$ cat config.mk
export PLATFORM = sky130hd
export DESIGN_NAME = aes_spi_ctrl
export DESIGN_NICKNAME = d
export VERILOG_FILES = /design/src/rtl/aes_spi_pkg.sv /design/src/rtl/sync_2ff.sv /design/src/rtl/aes_spi_ctrl.sv
export SDC_FILE = /design/constraint.sdc
export NUM_CORES = 1
export LEC_CHECK = 0
export CORE_MARGIN = 5
export CORE_UTILIZATION = 25
export DETAILED_ROUTE_END_ITERATION = 8
export PLACE_DENSITY_LB_ADDON = 0.08
export SLEW_MARGIN = 10
export SYNTH_ARGS = -nofsm -noshare
export SYNTH_HDL_FRONTEND = slang
export SYNTH_HIERARCHICAL = 1
export SYNTH_SLANG_ARGS = --single-unit
$ cat constraint.sdc
create_clock -name clk -period 4.59 [get_ports clk]
set_input_delay 0.6885 -clock clk [delete_from_list [all_inputs] [get_ports clk]]
set_output_delay 0.6885 -clock clk [all_outputs]
set_load 0.1 [all_outputs]
$ cat src/rtl/aes_spi_pkg.sv
// aes_spi_pkg: shared FSM encoding and default sizes for the AES SPI controller.
package aes_spi_pkg;
  localparam int DATA_W_DEF = 128;
  localparam int TIMEOUT_DEF = 64;
  localparam logic [1:0] ST_KEY = 2'd0;
  localparam logic [1:0] ST_DATA = 2'd1;
  localparam logic [1:0] ST_RUN = 2'd2;
  localparam logic [1:0] ST_READY = 2'd3;
endpackage

$ cat src/rtl/sync_2ff.sv
// sync_2ff: two-flop synchronizer with asynchronous active-low reset.
module sync_2ff (
  input  logic clk,
  input  logic rst_n,
  input  logic d,
  output logic q
);
  logic s1_q;
  always_ff @(posedge clk or negedge rst_n)
    if (!rst_n) begin
      s1_q <= 1'b0;
      q <= 1'b0;
    end else begin
      s1_q <= d;
      q <= s1_q;
    end
endmodule

$ cat src/rtl/aes_spi_ctrl.sv
// aes_spi_ctrl: sequences SPI key/data frames into an AES core and returns ciphertext for shift-out.
module aes_spi_ctrl
  import aes_spi_pkg::*;
#(
  parameter int DATA_W = DATA_W_DEF,
  parameter int TIMEOUT = TIMEOUT_DEF
) (
  input  logic              clk,
  input  logic              rst_n,
  input  logic              cs,
  input  logic              spi_done,
  input  logic [DATA_W-1:0] spi_rx,
  input  logic              aes_done,
  input  logic [DATA_W-1:0] aes_out,
  output logic              aes_start,
  output logic [DATA_W-1:0] aes_key,
  output logic [DATA_W-1:0] aes_in,
  output logic [DATA_W-1:0] spi_tx,
  output logic              busy,
  output logic              err
);
  localparam int CW = $clog2(TIMEOUT + 1);
  logic cs_s, done_s, cs_prev_q, frame_end, timeout;
  logic [1:0] fill_q, state_q, state_d;
  logic [DATA_W-1:0] key_q, key_d, in_q, in_d, tx_q, tx_d;
  logic err_q, err_d, start_q, start_d, busy_q;
  logic [CW-1:0] cnt_q, cnt_d;
  sync_2ff u_sync_cs (.clk(clk), .rst_n(rst_n), .d(cs), .q(cs_s));
  sync_2ff u_sync_done (.clk(clk), .rst_n(rst_n), .d(spi_done), .q(done_s));
  // the zeroed synchronizer refill after reset must not look like a cs rising edge
  assign frame_end = cs_s & ~cs_prev_q;
  assign timeout = cnt_q == CW'(TIMEOUT - 1);
  always_comb begin
    state_d = state_q;
    key_d = key_q;
    in_d = in_q;
    tx_d = tx_q;
    err_d = err_q;
    cnt_d = cnt_q;
    if (state_q == ST_RUN) begin
      cnt_d = cnt_q == CW'(TIMEOUT) ? cnt_q : cnt_q + 1'b1;
      if (aes_done) begin
        tx_d = aes_out;
        state_d = ST_READY;
      end else if (timeout) begin
        err_d = 1'b1;
        state_d = ST_DATA;
      end
      if (frame_end) err_d = 1'b1;
    end else if (frame_end) begin
      if (!done_s) err_d = 1'b1;
      else begin
        key_d = state_q == ST_KEY ? spi_rx : key_q;
        in_d = state_q == ST_KEY ? in_q : spi_rx;
        state_d = state_q == ST_KEY ? ST_DATA : ST_RUN;
      end
    end
    start_d = state_d == ST_RUN && state_q != ST_RUN;
    if (start_d) cnt_d = '0;
  end
  always_ff @(posedge clk or negedge rst_n)
    if (!rst_n) begin
      fill_q <= 2'b00;
      cs_prev_q <= 1'b1;
      state_q <= ST_KEY;
      key_q <= '0;
      in_q <= '0;
      tx_q <= '0;
      err_q <= 1'b0;
      start_q <= 1'b0;
      busy_q <= 1'b0;
      cnt_q <= '0;
    end else begin
      fill_q <= {fill_q[0], 1'b1};
      cs_prev_q <= fill_q[1] ? cs_s : 1'b1;
      state_q <= state_d;
      key_q <= key_d;
      in_q <= in_d;
      tx_q <= tx_d;
      err_q <= err_d;
      start_q <= start_d;
      busy_q <= state_d == ST_RUN;
      cnt_q <= cnt_d;
    end
  assign aes_start = start_q;
  assign aes_key = key_q;
  assign aes_in = in_q;
  assign spi_tx = tx_q;
  assign busy = busy_q;
  assign err = err_q;
endmodule
==> key figures <==
Status
  • Status: finished, final reports clean

Place
  • DP HPWL: 40.04 mm
  • Placed Area: 22400 µm²
  • Inst Count DP: about 2500
  • IO Port Bufs: 647
  • GP Congestion: 0.7648
  • Dpl ws: between 1.5 and 2 ns

Clock network
  • CTS Sinks: around 400
  • CTS Root Cell: clkbuf_16
  • Clock transition at the registers of the reported paths: ~0.060 ns
  • Cts-stage hold buffer count: 0
  • H-tree Lvls: 2
  • CTS resizes: 0
  • CTS tree: done
  • CTS Buf Count: 50
  • Post-CTS Setup Bufs: 0
  • Clk Latency, worst-skew pair: approximately 0.57 ns
  • Clock buffer depth: 3

Final layout
  • P&R area growth vs syn: 60.03%
  • Layout cells sized above 1: between 10% and 20%
  • Post-Layout Inst Area: ~24000 µm²
  • Multi-input logic area: around 4600 µm²
  • Nets: 2071
  • Register area: ~10000 µm²
  • FILL cells: ~5700
  • Final non-filler cell total: about 2600

STA
  • Slew Limit Fails: 0
  • Clock skew: 0.01144 ns
  • FMAX: 349.4 MHz
  • Setup repair after global routing missed its margin: no
  • Final setup margin: between 1.5 and 2 ns
  • Tcrit/Tclk final: slightly above 60%
  • Worst Max-Slew Pin Slew: around 1.1 ns
  • Setup total negative slack: 0 ns
  • Minimum clock period: ~2.9 ns
  • Final Setup Violations: 0
  • Max_slew headroom: 23.49%
  • Fin. Hold Viols: 0

Route
  • Wirelength per Cell: around 21 µm
  • Final antenna-violating net count: 0
  • TritonRoute pass-1 iters: 4
  • WL final: 54.53 mm
  • Via count: between 10000 and 15000
  • Drt drc: 0
  • Vias per cell: roughly 4.2
  • Iter 0 DRT Violations: around 340

Global routing
  • Largest net degree at the start of global routing: 91
  • Vias in the first global route: roughly 12000
  • Total grt overflow: 0
  • GRT Util Overall: between 10% and 20%
  • Met2 Use GR: 28.18%
  • Layer with the highest usage: met2
  • Met1 Use GR: between 10% and 20%
  • First-pass GRT wire length: between 70 and 80 mm
  • GR Util met3: under 10%
  • Antenna violations before repair: 10

Die
  • Die width: between 200 and 300 µm
  • # rows: just under 90
  • Die area: ~65000 µm²
  • Initial core utilization: between 20% and 30%
  • Core area: slightly below 60000 µm²
  • Num ports: 648
  • Die H: 255.2 µm

Synth
  • Synthesized net count: approximately 1400
  • Most numerous cell in the Yosys netlist: dfrtp_1
  • Most common library cells after synthesis: dfrtp_1, nand2_1, mux2_2
  • Share of the yosys chip area belonging to registers: roughly two thirds
  • Synth async-reset ratio: between 90% and 100%
  • Synth area leaders: dfrtp_1, mux2_2, nand2_1
  • EDFF count, synth: 0
  • Synth unique cells: 36
  • Top-area cell type share of the netlist area: between 60% and 70%
  • Synthesized area: between 15000 and 20000 µm²
  • Primary FF master, synth: dfrtp_1
  • Yosys reg bits: between 400 and 500
  • Largest area contributor in the netlist: dfrtp_1
  • Gate Count Post-Synth: between 1000 and 1500
  • Syn Area/Cell: 13.06 µm²
  • Yosys warning count: 6

Critical path
  • Worst path required time: approximately 3.9 ns
  • Crit Path Class: flip-flop to primary output
  • Startpoint types: flip-flop
  • R2R setup slack: a little under 2 ns
  • Critical path, cell by cell: clkdlybuf4s50_1
  • Crit path buffers/inverters: 1
  • Slowest stage delay, CP: roughly 1.2 ns
  • Top Family by Delay on Critical Path: buffers and inverters
  • Arr. time, crit path: ~2.2 ns
  • Worst setup EP type: primary output
  • Crit-path max FO: 2
  • Slowest CP cell: clkdlybuf4s50_1

Worst hold path
  • Hold WC Path Type: primary input to asynchronous set/reset pin

Flow run
  • Maxcap violations: 0
==> kinds of logic (layout without fill, tap and decap cells) <==
kind of cell | Yosys count | count (layout) | share of synthesized area [%]
other cells | 1 | 7 | 0.02496
flops | 403 | 403 | 67.13
mux | 258 | 258 | 19.33
buf+inv | 63 | 758 | 2.024
compound gates | 16 | 16 | 0.7662
fa+ha+maj | 2 | 2 | 0.1665
simple gates | 407 | 407 | 10.56
==> placed cells by master, fill, tap and decap left out, drive strengths merged, types with 2 or more instances in the layout <==
cell type	n
nand3	2
diode	6
o21ai	4
mux2	257
or3	2
a21oi	4
buf	17
nand4b	2
clkbuf	85
ha	2
inv	6
dfrtp	402
nand3b	2
nor2	3
or4	2
clkdlybuf4s50	646
clkinv	4
nand2	390
==> final timing paths <==
kind	startpoint	end	cells after the start
worst max-delay path	spi_tx[7]	spi_tx[7]	1
worst min-delay path	rst_n	aes_key[24]	1
worst max register to register	cs_prev_q	aes_key[11]	4
worst min register to register	fill_q[0]	fill_q[1]	0
max in group asynchronous	rst_n	err	2
min in group clk	fill_q[0]	fill_q[1]	0
==> state kept, by name (all words and copies together) (netlist names) <==
| register | count |
|---|---|
| aes_in | 128 |
| aes_key | 128 |
| spi_tx | 128 |
| cnt_q | 7 |
| fill_q | 2 |
| state_q | 2 |
| aes_start | 1 |
| busy | 1 |
| cs_prev_q | 1 |
| err | 1 |
| u_sync_cs/q | 1 |
| u_sync_cs/s1_q | 1 |
| u_sync_done/q | 1 |
| u_sync_done/s1_q | 1 |
==> cell type report <==
| type | instances | area share, % |
|---|---|---|
| flip-flops and latches | 403 | 41.95 |
| multi-input cells | 684 | 19.28 |
| repair buffers | 663 | 27.82 |
| well taps | 773 | 4.023 |
| diodes | 6 | 0.06245 |
| clock inverters | 4 | 0.08326 |
| inverters | 6 | 0.1041 |
| clock buffers | 85 | 6.682 |
==> metal layers <==
metal | vias to the layer above | routed length, µm
met4 | 8 | 1685
met5 | - | 61
met2 | 364 | 28610
met1 | 5480 | 19850
li1 | 5101 | -
met3 | 93 | 4327
==> metrics by stage <==
stage / hold slack [ns] / util, %
3_5_place_dp: 0.3363 / 37.81
6_report: 0.07351 / 40.58
4_1_cts: 0.04511 / 40.56
5_1_grt: 0.08418 / 40.58
3_3_place_gp: 0.3371 / 37.81
2_1_floorplan: 0.3312 / -
Power is not shown: default switching activity piles up to over one toggle a cycle in this logic, so the estimate is an artifact.
